==> config.mk <==
export PLATFORM = sky130hd
export DESIGN_NAME = seq_right_shifter
export DESIGN_NICKNAME = d
export VERILOG_FILES = /design/src/rtl/seq_right_shifter.sv
export SDC_FILE = /design/constraint.sdc
export NUM_CORES = 1
export LEC_CHECK = 0
export CAP_MARGIN = 20
export CELL_PAD_IN_SITES_DETAIL_PLACEMENT = 1
export CELL_PAD_IN_SITES_GLOBAL_PLACEMENT = 1
export CORE_MARGIN = 2
export CORE_UTILIZATION = 38
export DETAILED_ROUTE_END_ITERATION = 8
export PLACE_DENSITY_LB_ADDON = 0.1
export SYNTH_ARGS = -nofsm -noshare
export SYNTH_HDL_FRONTEND = slang
export SYNTH_SLANG_ARGS = --single-unit
==> constraint.sdc <==
create_clock -name clock -period 5.4 [get_ports clock]
set_clock_uncertainty 0.15 [all_clocks]
set_input_delay 1.08 -clock clock [delete_from_list [all_inputs] [get_ports clock]]
set_output_delay 1.08 -clock clock [all_outputs]
set_load 0.02 [all_outputs]
==> src/rtl/seq_right_shifter.sv <==
// Sequential 64-bit right shifter: byte steps while 8 or more remain, then single-bit steps.
// Supports logical (zero-fill) and arithmetic (sign-fill) shifts.
module seq_right_shifter (
  input  logic        clock,
  input  logic        reset,
  input  logic        start,
  input  logic [63:0] a,
  input  logic [5:0]  shamt,
  input  logic        arith,
  output logic        busy,
  output logic        done,
  output logic [63:0] result
);

  localparam int unsigned DataW = 64;
  localparam int unsigned ShW   = 6;
  localparam int unsigned ByteW = 8;

  typedef enum logic {IDLE, SHIFT} state_t;

  state_t           state;
  logic [DataW-1:0] work;
  logic [ShW-1:0]   rem;
  logic             fill;

  // Single-process FSM; work, rem, fill and done are all registered.
  always_ff @(posedge clock) begin
    if (reset) begin
      state <= IDLE;
      work  <= '0;
      rem   <= '0;
      fill  <= 1'b0;
      done  <= 1'b0;
    end else begin
      case (state)
        IDLE: begin
          done <= 1'b0;
          if (start) begin
            work  <= a;
            rem   <= shamt;
            fill  <= arith & a[DataW-1];
            state <= SHIFT;
          end
        end
        SHIFT: begin
          if (rem >= ShW'(ByteW)) begin
            work <= {{ByteW{fill}}, work[DataW-1:ByteW]};
            rem  <= rem - ShW'(ByteW);
          end else if (rem != '0) begin
            work <= {fill, work[DataW-1:1]};
            rem  <= rem - ShW'(1);
          end else begin
            // Final edge: work already holds the result.
            done  <= 1'b1;
            state <= IDLE;
          end
        end
        default: state <= IDLE;
      endcase
    end
  end

  assign busy   = (state == SHIFT);
  assign result = work;

endmodule
==> out/results.ini, run 1 <==
[placement]
dp_slack_ns = 1.52
numPortBuffers = 139
hpwl_mm = 10.3
routabilityCongestion = 0.829
placed_cell_area_mm2 = 0.00582

[drt]
detail_route.iter0.violations = 323
drtAntennaViolNets = 0
wl_mm = 16.4
via_per_inst = 6.31
drc = 0
wire_per_inst_um = 22.6
drtPass1Iterations = 6
dr_total_vias = 4596

[worst_setup_path]
crit_path_max_fanout = 46
crit_arrival_ns = 3.66
crit_chain = clkdlybuf4s50_1 -> nand2b_2 -> o221a_2 -> o221a_2
rr_worst_depth = 4
reg2reg_to = result[30]$_SDFFE_PP0P_
crit_type = input port to flop
crit_path_frequent_cell = o221a_2
reg2reg_slack_ns = 2.41
timing.rr.start = busy$_SDFF_PP0_
crit_path_top_delay_cell = clkdlybuf4s50_1
cp-end-kind = flop
max_stage_delay_ns = 0.97
start_kind = input port
cp.required_ns = 5.48

[global_routing]
first_global_vias = 4723
grt_max_degree = 65
overflow = 0
antenna_found_initial = 0
grt_pass1_wl_mm = 25.9
grt.total_usage = 0.253

[power]
max-vdd-ir-drop_v = 0.000147
power_density_mw_per_mm2 = 382
p_leak_nw = 2.30

[synthesis]
ys_ff_latch = 73
synth_top_flop_cell = dfxtp_1
synth.largest_area_cell = dfxtp_1
synth_area_leaders = dfxtp_1 33%, o221a_2 11%, o221a_1 9.9%
netlist-cell-type-count = 44
syn_nets = 561
yosysSeqAreaShare = 0.329
async_reset_ff_frac = 0
yosysTopAreaCellShare = 0.329
synth_area_per_cell_um2 = 9.19
synth_cells = 483
yosys_warnings = 0
synth_edf_count = 0
syn_area_mm2 = 0.00444

[min_path]
hold_class = flop to flop
whs_endpoint = fill$_SDFFE_PP0P_
holdCritStartpoint = fill$_SDFFE_PP0P_
worstHoldPathCells = 2

[cells_and_area]
drive_gt1_frac = 0.149
syn_to_final_growth_pct = 39.1
nFillCells = 1292
layout_commonest_cell = clkdlybuf4s50_1
diodes = 0
final_cell_mix = 139 x clkdlybuf4s50_1, 72 x dfxtp_1, 57 x nand2_1
finalInstanceArea_mm2 = 0.00618
nets = 658

[clock_network]
cts_buffers = 9
tritoncts = yes
clock_latency_ns = 0.33
cts_setup_buffers = 0
cts.repair.resized = 0
clk_pin_slew_ns = 0.06
clockRootBuffer = clkbuf_16
ctsHoldBuffers = 0
cts.sinks = 73
cts_max_level = 3
clockBufferDepth = 2

[flow_run]
drv_cap = 0

[timing]
setup_viol = 0
worst_pin_slew_ns = 1.09
fin_tns_setup_ns = 0
rsz0062_at_grt = false
hold_viol_final = 0
timing.slew.headroom = 0.273
max_freq_mhz = 279
hold_ws_ns = 0.323
worst_slack_ns = 1.82
min_period_ns = 3.58
fin_crit_sh = 0.663
drv_slew = 0

[outcome]
status = completed

[floorplan]
pin_count = 140
die_h_um = 112
dieArea_mm2 = 0.0126
fp-row-count = 39
core_area_mm2 = 0.0114
die_x_um = 112
initial_utilization = 0.389

-- cells by family (layout without fill, tap and decap cells) --
kind of cell | count (synthesis) | in the layout | synth area share
fa+ha+maj | 4 | 4 | 0.0113
compound gates | 190 | 190 | 0.392
mux | 44 | 44 | 0.0997
buf+inv | 95 | 197 | 0.0930
flops | 73 | 73 | 0.329
simple gates | 76 | 76 | 0.0730
xor+xnor | 1 | 1 | 0.00197
-- state kept, by name (all words and copies together), names as in the netlist --
signal / count
rem: 6
busy: 1
done: 1
result: 64
fill: 1
-- worst max path at each step --
stage | start | endpoint | slack, ns | depth (start not counted)
6_report | start | result[10]$_SDFFE_PP0P_ | 1.82 | 4
5_1_grt | start | result[10]$_SDFFE_PP0P_ | 1.74 | 4
4_1_cts | start | result[10]$_SDFFE_PP0P_ | 1.86 | 4
3_5_place_dp | start | result[10]$_SDFFE_PP0P_ | 1.52 | 4
3_3_place_gp | start | result[10]$_SDFFE_PP0P_ | 1.57 | 4
2_1_floorplan | start | result[1]$_SDFFE_PP0P_ | 2.88 | 6
-- cell type report --
type	instances	area, µm²	area share
inverters	31	116	0.0188
well taps	143	179	0.0290
multi-input cells	315	2600	0.421
flip-flops and latches	73	1470	0.237
clock buffers	12	267	0.0432
repair buffers	150	1500	0.243
clock inverters	4	48.8	0.00790
-- worst max-delay path: cells and delay by family --
kind	cells	cell delay, ns
buffers and inverters	1	0.97
AOI/OAI and AO/OA	2	0.82
and+or+nand+nor	1	0.76
-- cell usage after synthesis, drive strengths merged (2+ instances only) --
master	instances
o221ai	2
o21ai	4
a211oi	2
a21o	9
nand3	2
nor2	4
nor2b	2
nand2	57
a311oi	11
nand2b	2
ha	4
clkbuf	43
a31o	5
o32ai	18
or3	2
nor3	4
o221a	84
mux2i	42
o22ai	4
dfxtp	73
mux2	2
inv	30
a21oi	29
buf	21
o31ai	9
o311ai	6
-- through the flow --
| step | instances | total power, mW | util |
|---|---|---|---|
| 3_5_place_dp | 710 | 1.71 | 0.510 |
| 3_3_place_gp | 710 | 1.69 | 0.510 |
| 5_1_grt | 728 | 2.46 | 0.541 |
| 4_1_cts | 726 | 2.35 | 0.537 |
| 6_report | 728 | 2.36 | 0.541 |
| 2_1_floorplan | 483 | 1.34 | - |
-- per-layer routing --
metal	global-route usage	vias up	routed length [µm]
met1	0.346	2315	7430
met5	0	-	0
met2	0.420	164	7960
met4	0.0707	0	209
li1	-	2100	-
met3	0.0340	17	837
-- report_power, final --
part	total [mW]	switching (mW)	leakage, nW	internal [mW]
registers	0.756	0.123	0.606	0.634
logic	0.969	0.507	1.54	0.461
clock network	0.636	0.240	0.155	0.395
total	2.36	0.870	2.31	1.49
(Power assumes the default switching activity.)
==> inputs of run 2 (changes only) <==
--- a/config.mk
+++ b/config.mk
@@ -9,7 +9,7 @@
 export CELL_PAD_IN_SITES_DETAIL_PLACEMENT = 1
 export CELL_PAD_IN_SITES_GLOBAL_PLACEMENT = 1
 export CORE_MARGIN = 2
-export CORE_UTILIZATION = 38
+export CORE_UTILIZATION = 35
 export DETAILED_ROUTE_END_ITERATION = 8
 export PLACE_DENSITY_LB_ADDON = 0.1
 export SYNTH_ARGS = -nofsm -noshare
==> constraint.sdc (replaced) <==
create_clock -name clock -period 3.3 [get_ports clock]
set_clock_uncertainty 0.15 [all_clocks]
set_input_delay 0.66 -clock clock [delete_from_list [all_inputs] [get_ports clock]]
set_output_delay 0.66 -clock clock [all_outputs]
set_load 0.02 [all_outputs]
==> run 2 against run 1 <==
Final cell count up 5.2%. Worst hold slack better by 0.023 ns. Register-to-register slack worse by 1.4 ns. Count of clock-buffer cells in the layout down 1. Non-clock buffer count up 9. First-iteration DRC count up 3.7%. Combinational power up 64%. Critical endpoint is now busy.
==> out/results.ini, run 2 (synthesized netlist as in run 1, its figures left out) <==
[clock_network]
clockRootBuffer = clkbuf_16
clockBufferDepth = 2  ; unchanged
cts_buffers = 9  ; unchanged
tritoncts = yes
clk_pin_slew_ns = 0.06  ; about the same
cts.repair.resized = 0  ; unchanged
cts.sinks = 73  ; unchanged
clock_latency_ns = 0.33  ; about the same
cts_setup_buffers = 0  ; unchanged
ctsHoldBuffers = 0  ; unchanged
cts_max_level = 3  ; unchanged

[drt]
drtAntennaViolNets = 0  ; unchanged
drc = 0  ; unchanged
wire_per_inst_um = 21.8  ; -3.5%
via_per_inst = 5.95  ; -5.7%
detail_route.iter0.violations = 335  ; +3.7%
wl_mm = 16.7  ; +1.6%
dr_total_vias = 4558  ; -0.83%
drtPass1Iterations = 5  ; -1

[worst_setup_path]
crit_type = flop to output pin
cp_num_cells = 1  ; -3
crit_chain = clkdlybuf4s50_1
cp.required_ns = 2.49  ; -2.99 ns
reg2reg_slack_ns = 1.05  ; -1.36 ns
crit_end = busy
reg2reg_to = result[20]$_SDFFE_PP0P_
path_delay_family = buffers and inverters
max_stage_delay_ns = 0.68  ; -0.29 ns
crit_start = busy$_SDFF_PP0_
start_kind = flop
crit_buf_inv = 1  ; unchanged
cp-end-kind = output pin
timing.rr.start = rem[0]$_SDFFE_PP0P_
crit_arrival_ns = 1.61  ; -2.05 ns
crit_path_max_fanout = 34  ; -26%
rr_worst_depth = 6  ; +2
crit_path_top_delay_cell = clkdlybuf4s50_1

[flow_run]
drv_cap = 0  ; unchanged

[global_routing]
overflow = 0  ; unchanged
grtUsageMet3 = 0.0337  ; -0.000286
first_global_vias = 4778  ; +1.2%
grt_max_degree = 52  ; -20%
grt_pass1_wl_mm = 26.5  ; +2.2%
use_met1 = 0.352  ; +0.00664
use_met2 = 0.398  ; -0.0216
busiest_layer = met2
grt.total_usage = 0.251  ; -0.00218
antenna_found_initial = 0  ; unchanged

[power]
power_frac_seq = 0.318  ; -0.002
power_density_mw_per_mm2 = 622  ; +63%
max-vdd-ir-drop_v = 0.000282  ; +92%
cellInternalPower_mw = 2.48  ; +66%
p_sw_mw = 1.42  ; +63%
clock_power_share = 0.273  ; +0.004
power_frac_comb = 0.409  ; about the same
p_leak_nw = 2.34  ; +1.7%
swShare = 0.364  ; -0.00424

[placement]
hpwl_mm = 11.2  ; +8.5%
routabilityCongestion = 0.800  ; -3.5%
dp_slack_ns = 0.733  ; -0.788 ns
numPortBuffers = 139  ; unchanged

[floorplan]
fp-row-count = 41  ; +5.1%
core_area_mm2 = 0.0125  ; +9.6%
pin_count = 140  ; unchanged
dieArea_mm2 = 0.0136  ; +8.3%
die_x_um = 117  ; +4.0%
die_h_um = 117  ; +4.0%
initial_utilization = 0.355  ; -0.0341

[cells_and_area]
final_cell_mix = 139 x clkdlybuf4s50_1, 72 x dfxtp_1, 57 x nand2_1
layout_commonest_cell = clkdlybuf4s50_1
nets = 667  ; +1.4%
layout.area.seq_mm2 = 0.00147  ; unchanged
nFillCells = 1450  ; +12%
multi_input_area_mm2 = 0.00260  ; unchanged
syn_to_final_growth_pct = 41.2
drive_gt1_frac = 0.160  ; +0.0112
diodes = 0  ; unchanged
largest_reg_flops = 64  ; unchanged

[timing]
drv_slew = 0  ; unchanged
worst_pin_slew_ns = 0.592  ; -0.499 ns
fin_crit_sh = 0.733
max_freq_mhz = 413
fin_tns_setup_ns = 0  ; unchanged
timing.slew.headroom = 0.605  ; +0.333
hold_ws_ns = 0.346  ; +0.0230 ns
rsz0062_at_grt = false
hold_viol_final = 0  ; unchanged
worst_slack_ns = 0.881  ; -0.938 ns
min_period_ns = 2.42
setup_viol = 0  ; unchanged

[outcome]
status = completed

[min_path]
hold_class = flop to flop

==> run 2: final cells by class <==
type                            instances  area share
Tap cell                              172      0.0343
Clock buffer                           11      0.0387
Inverter                               31      0.0186
Sequential cell                        73       0.234
Clock inverter                          5      0.0126
Timing Repair Buffer                  159       0.248
Multi-Input combinational cell        315       0.414
==> run 2: metrics by stage <==
step,power [mW],utilization,cells,instance area [µm²]
2_1_floorplan,2.20,-,483,4440
3_3_place_gp,2.81,0.475,750,5950
3_5_place_dp,2.84,0.475,750,5950
4_1_cts,3.92,0.501,766,6270
5_1_grt,4.09,0.501,766,6270
6_report,3.90,0.501,766,6270
==> run 2: worst min path at each step <==
| stage | from | endpoint | slack [ns] | cells after the start |
|---|---|---|---|---|
| finish | result[0]$_SDFFE_PP0P_ | result[0]$_SDFFE_PP0P_ | 0.35 | 2 |
| global route | result[0]$_SDFFE_PP0P_ | result[0]$_SDFFE_PP0P_ | 0.37 | 2 |
| floorplan | fill$_SDFFE_PP0P_ | fill$_SDFFE_PP0P_ | 0.29 | 2 |
| detailed placement | result[49]$_SDFFE_PP0P_ | result[49]$_SDFFE_PP0P_ | 0.33 | 2 |
| global placement | result[0]$_SDFFE_PP0P_ | result[0]$_SDFFE_PP0P_ | 0.32 | 2 |
| CTS | result[0]$_SDFFE_PP0P_ | result[0]$_SDFFE_PP0P_ | 0.35 | 2 |
==> run 2: per-layer routing <==
metal | part of all wire | vias to the layer above
met4 | 0.017 | 0
met1 | 0.47 | 2284
met3 | 0.045 | 21
li1 | - | 2110
met5 | 0 | -
met2 | 0.47 | 143
==> run 2: power groups by stage <==
stage | sequential, mW | clock [mW] | combinational, mW
floorplan | 1.33 | 0 | 0.866
finish | 1.24 | 1.07 | 1.59
CTS | 1.24 | 1.08 | 1.60
global placement | 1.25 | 0 | 1.56
global route | 1.26 | 1.11 | 1.72
detailed placement | 1.25 | 0 | 1.59
==> inputs of run 3 (changes only) <==
--- a/config.mk
+++ b/config.mk
@@ -9,7 +9,7 @@
 export CELL_PAD_IN_SITES_DETAIL_PLACEMENT = 1
 export CELL_PAD_IN_SITES_GLOBAL_PLACEMENT = 1
 export CORE_MARGIN = 2
-export CORE_UTILIZATION = 35
+export CORE_UTILIZATION = 31
 export DETAILED_ROUTE_END_ITERATION = 8
 export PLACE_DENSITY_LB_ADDON = 0.1
 export SYNTH_ARGS = -nofsm -noshare
==> constraint.sdc (replaced) <==
create_clock -name clock -period 2.2 [get_ports clock]
set_clock_uncertainty 0.15 [all_clocks]
set_input_delay 0.44 -clock clock [delete_from_list [all_inputs] [get_ports clock]]
set_output_delay 0.44 -clock clock [all_outputs]
set_load 0.02 [all_outputs]
==> run 3 against run 2 <==
Setup slack got worse by 0.71 ns. Global-route usage fell by 2.0 points. Final cell count rose by 3.3%. Via count rose by 0.94%. Clock power rose by 27%. Count of clock-buffer cells in the layout rose by 3. Critical path depth did not move. First-iteration DRC count fell by 5.7%. Sequential power rose by 47%. Largest power group unchanged.
==> out/results.ini, run 3 (synthesized netlist as in run 1, its figures left out) <==
[cells_and_area]
drive_gt1_frac = 0.180  ; +0.0201
nets = 686  ; +2.8%
layout_commonest_cell = clkdlybuf4s50_1
syn_to_final_growth_pct = 45.6
largest_reg_flops = 64  ; unchanged
stdcell_count = 791  ; +3.3%
multi_input_area_mm2 = 0.00260  ; unchanged
layout.area.seq_mm2 = 0.00147  ; unchanged
diodes = 0  ; unchanged
nFillCells = 1551  ; +7.0%
final_cell_mix = 139 x clkdlybuf4s50_1, 72 x dfxtp_1, 57 x nand2_1

[timing]
setup_viol = 0  ; unchanged
hold_viol_final = 0  ; unchanged
rsz0062_at_grt = false
min_period_ns = 2.03
drv_slew = 0  ; unchanged
worst_pin_slew_ns = 0.432  ; -0.160 ns
fin_tns_setup_ns = 0  ; unchanged
fin_crit_sh = 0.923
max_freq_mhz = 493
timing.slew.headroom = 0.708  ; +0.103

[power]
p_sw_mw = 2.14  ; +51%
power_frac_seq = 0.314  ; -0.004
cellInternalPower_mw = 3.64  ; +47%
swShare = 0.371  ; +0.00640
max-vdd-ir-drop_v = 0.000419  ; +48%
clock_power_share = 0.235  ; -0.038
power_frac_comb = 0.451  ; +0.042
p_leak_nw = 2.45  ; +4.4%
power_density_mw_per_mm2 = 894  ; +44%

[worst_setup_path]
cp.required_ns = 1.61  ; -0.88 ns
start_kind = flop
crit_type = flop to output pin
max_stage_delay_ns = 0.66  ; -0.02 ns
reg2reg_slack_ns = 0.19  ; -0.86 ns
crit_path_max_fanout = 4  ; -88%
crit_path_top_delay_cell = clkdlybuf4s50_1
crit_arrival_ns = 1.44  ; -0.17 ns
path_delay_family = buffers and inverters
crit_buf_inv = 1  ; unchanged
cp-end-kind = output pin
crit_chain = clkdlybuf4s50_1

[placement]
routabilityCongestion = 0.884  ; +11%
hpwl_mm = 12.6  ; +13%
numPortBuffers = 139  ; unchanged
place_inst = 777  ; +3.6%

[clock_network]
clockBufferDepth = 2  ; unchanged
clk_pin_slew_ns = 0.05  ; about the same
ctsHoldBuffers = 0  ; unchanged
cts_setup_buffers = 0  ; unchanged
cts.sinks = 73  ; unchanged
cts.repair.resized = 0  ; unchanged
cts_max_level = 3  ; unchanged
tritoncts = yes
clock_latency_ns = 0.33  ; about the same
cts_buffers = 9  ; unchanged
clockRootBuffer = clkbuf_16

[min_path]
hold_class = flop to flop

[floorplan]
initial_utilization = 0.319  ; -0.0361
pin_count = 140  ; unchanged
die_x_um = 124  ; +6.0%
die_h_um = 124  ; +6.0%
dieArea_mm2 = 0.0153  ; +12%
fp-row-count = 43  ; +4.9%
core_area_mm2 = 0.0139  ; +11%

[global_routing]
grt_pass1_wl_mm = 27.0  ; +1.9%
antenna_found_initial = 0  ; unchanged
first_global_vias = 4683  ; -2.0%
overflow = 0  ; unchanged
grt_max_degree = 42  ; -19%
grt.total_usage = 0.231  ; -0.0198

[drt]
dr_total_vias = 4601  ; +0.94%
wire_per_inst_um = 22.4  ; +2.6%
via_per_inst = 5.82  ; -2.2%
drc = 0  ; unchanged
drtAntennaViolNets = 0  ; unchanged
wl_mm = 17.7  ; +5.9%
detail_route.iter0.violations = 316  ; -5.7%
drtPass1Iterations = 4  ; -1

[flow_run]
drv_cap = 0  ; unchanged

[outcome]
status = completed

## run 3: cell types whose count changed in the layout (fill, tap and decap cells not counted)
cell / delta
buf_4: +11
buf_12: +8
bufinv_16: -2
clkbuf_1: +2
clkinv_2: -2
clkbuf_8: +1
clkinv_4: -1
## run 3: power groups by stage
stage | logic, mW | clock network, mW | registers (mW)
detailed placement | 2.60 | 0 | 1.84
floorplan | 1.30 | 0 | 2.00
global placement | 2.55 | 0 | 1.83
finish | 2.60 | 1.36 | 1.82
CTS | 2.61 | 1.38 | 1.81
global route | 2.77 | 1.44 | 1.85
## run 3: stage by stage
step                      worst slack, ns  hold WS (ns)   util  total power [mW]  cell area, µm²
after detailed placement           0.0291         0.325  0.445              4.44            6200
after global placement             0.0944         0.311  0.445              4.39            6200
after global routing               0.0783         0.358  0.464              6.06            6470
final                               0.170         0.340  0.464              5.78            6470
after CTS                           0.174         0.333  0.464              5.80            6470
after floorplan                     0.164         0.295      -              3.30            4440
## run 3: final timing paths
| check | startpoint | endpoint | depth (start not counted) |
|---|---|---|---|
| setup / recovery | result[25]$_SDFFE_PP0P_ | result[25] | 1 |
| hold reg to reg | result[46]$_SDFFE_PP0P_ | result[46]$_SDFFE_PP0P_ | 2 |
| setup reg to reg | rem[0]$_SDFFE_PP0P_ | result[49]$_SDFFE_PP0P_ | 7 |
| hold / removal | result[46]$_SDFFE_PP0P_ | result[46]$_SDFFE_PP0P_ | 2 |
## run 3: cell type report
| class | instances | area share |
|---|---|---|
| Clock buffer | 14 | 0.0408 |
| Multi-Input combinational cell | 315 | 0.402 |
| Tap cell | 180 | 0.0348 |
| Sequential cell | 73 | 0.227 |
| Inverter | 31 | 0.0180 |
| Timing Repair Buffer | 178 | 0.278 |
## run 3: worst reg2reg max path: cells and delay by family, from the launching register on
kind	cells	cell delay [ns]
compound gates	2	0.40
simple gates	1	0.16
fa+ha+maj	1	0.27
flops	1	0.41
buf+inv	3	0.49
## run 3: layer usage
layer,share of wire,track usage
met1,0.46,0.323
met2,0.46,0.369
met3,0.061,0.0389
met4,0.011,0.0554
met5,0,0
==> variant (settings of run 3) <==
Set the localparam `ByteW` to 9 (it was 8).
--- a/src/rtl/seq_right_shifter.sv
+++ b/src/rtl/seq_right_shifter.sv
@@ -14,7 +14,7 @@
 
   localparam int unsigned DataW = 64;
   localparam int unsigned ShW   = 6;
-  localparam int unsigned ByteW = 8;
+  localparam int unsigned ByteW = 9;
 
   typedef enum logic {IDLE, SHIFT} state_t;
 
Function: changed (a bounded check fails within 4 cycles, from zero or initial values and one cycle with reset high).
==> variant against run 3 <==
- the run now ends with DRC left
- routed wire length down 22%
- design area down 11%
- area after synthesis down 17%
- hold slack better by 0.032 ns
- sequential cell count unchanged
- power up 9.9%
- setup slack worse by 0.11 ns
==> variant: results (changes against run 3) <==
----------------------------------------------------
[Setup path]
  CP peak stage delay ... 0.43 ns (was 0.66 ns)
  Crit-path max FO ... 7 (was 4)
  Endpoint arrival time on the critical path ... 2.21 ns (was 1.44 ns)
  Cell family with the largest share of critical-path delay ... compound AO/OA/AOI/OAI gates (was buffers and inverters)
  Critical path's slowest cell ... or3b_4 (was clkdlybuf4s50_1)

[Timing]
  Worst slew pin tran ... 0.5483 ns (was 0.4320 ns)

[Synthesis]
  Distinct cells, synth ... 38 (was 44)
  Synth top area cells ... dfxtp_1 (40%), mux2i_1 (16%), a32oi_1 (13%) (was dfxtp_1 (33%), o221a_2 (11%), o221a_1 (9.9%))
  Seq/Total Area, Yosys ... 39.78% (was 32.91%)
  Mux cell area share after synthesis ... 15.53% (was 9.975%)
  Xor/xnor cell area share of the yosys netlist ... 0.4768% (was 0.1972%)
  Commonest cells in the synthesized netlist ... dfxtp_1 (73), mux2i_1 (57), o21ai_0 (56) (was dfxtp_1 (73), nand2_1 (57), o221a_2 (45))
  Net count after synthesis ... 457 (was 561)
  Adder-cell share of the synthesized area ... 1.022% (was 1.127%)
  Yosys warning total ... 0 (unchanged)
  Synth Area in Compound Gates ... 30.42% (was 39.19%)

[Placement]
  Estimated wirelength of the detail-placed design ... 9087 um (was 12590 um)
  Post-Place Worst Slack ... 0.01721 ns (was 0.02906 ns)
  PortBufs ... 139 (unchanged)
  Final weighted congestion in routability-driven placement ... 0.7880 (was 0.8843)

[Power and ir drop]
  Switching share of power ... 37.11% (was 37.08%)
  Worst voltage drop across the vdd grid ... 0.5107 mV (was 0.4189 mV)
  Leakage dissipation ... 2.045 nW (was 2.449 nW)

[CTS]
  Skew-Pair Late Insertion Delay ... 0.34 ns
  CTS Buffer Depth ... 2 (unchanged)
  Clock-pin slew on the worst setup and hold paths ... 0.06 ns
  Clock H-tree levels ... 3 (unchanged)

[Run status]
  Violations in the final reports ... DRC
  Run status ... finished with violations (was completed)

[Finish]
  Filler cell count ... 1284 (was 1551)
  Fraction of final layout cells sized beyond drive strength 1 ... 9.478% (was 18.00%)
  Final #Nets ... 589 (was 686)

[Drt]
  1st-pass router iterations ... 6 (was 4)
  Initial DRC Count ... 187 (was 316)
  Routed wire length ... 13880 um (was 17690 um)
  Final routed DRC violation total ... 11 (was 0)
  Vias per cell ... 5.711 (was 5.817)

[GRT]
  Largest net degree at the start of global routing ... 58 (was 42)
  Global routing usage summed across all routing layers ... 20.57% (was 23.07%)
  Vias in the first global route ... 3814 (was 4683)
  First-pass GRT wire length ... 20960 um (was 26970 um)

----------------------------------------------------
variant: final timing paths:
kind | from | end | slack [ns] | depth (start not counted)
max | rem[0] | result[59] | 0.06 | 6
min | result[0] | result[0] | 0.37 | 2
max reg2reg | rem[0] | result[59] | 0.06 | 6
min reg2reg | result[0] | result[0] | 0.37 | 2
variant: stage by stage:
stage               instances  area [sq um]
floorplan                 380          3674
global placement          639          5288
detailed placement        639          5288
CTS                       655          5625
global route              660          5723
finish                    660          5723
variant: layout make-up:
class | instances | share of cell area [%]
clock buffer | 12 | 4.482
inverter | 7 | 0.4591
clock inverter | 4 | 1.312
multi-input combinational | 261 | 35.88
tap | 143 | 3.126
timing repair buffer | 160 | 29.19
sequential | 73 | 25.56
variant: cells by family (layout without fill, tap and decap cells):
logic type,count (synthesis),in the layout
xor+xnor,2,2
buf+inv,47,183
mux,57,57
fa+ha+maj,3,3
simple gates,41,41
compound gates,157,158
flops,73,73
variant: timing repair:
| item | CTS | global route |
|---|---|---|
| gates resized for setup | 1 | 8 |
| endpoints found under the setup margin | 1 | 58 |
| pin swaps | 0 | 2 |
| setup buffers | 0 | 2 |
| hold buffers | 0 | 0 |
| cloned | 0 | 3 |
variant: layer usage:
| layer | track usage [%] | vias up | part of all wire, % |
|---|---|---|---|
| met5 | 0 | - | 0 |
| met3 | 4.499 | 12 | 5.9 |
| met4 | 5.772 | 0 | 1.3 |
| met1 | 26.93 | 1869 | 44 |
| li1 | - | 1774 | - |
| met2 | 34.34 | 114 | 49 |
variant: worst reg2reg max path: stages, from the launching register on:
cell and delay, ns:
dfxtp_1 0.35, inv_2 0.09, ha_1 0.18, or3b_4 0.43, a21o_4 0.29, a221oi_1 0.40
o31ai_1 0.13
variant: power by group through the flow:
stage | logic (W) | clock network [W] | registers (W)
2_1_floorplan | 0.00141 | 0 | 0.00202
3_3_place_gp | 0.00257 | 0 | 0.00187
3_5_place_dp | 0.00262 | 0 | 0.00187
4_1_cts | 0.00265 | 0.00167 | 0.00185
5_1_grt | 0.00305 | 0.00172 | 0.00189
6_report | 0.00285 | 0.00165 | 0.00185
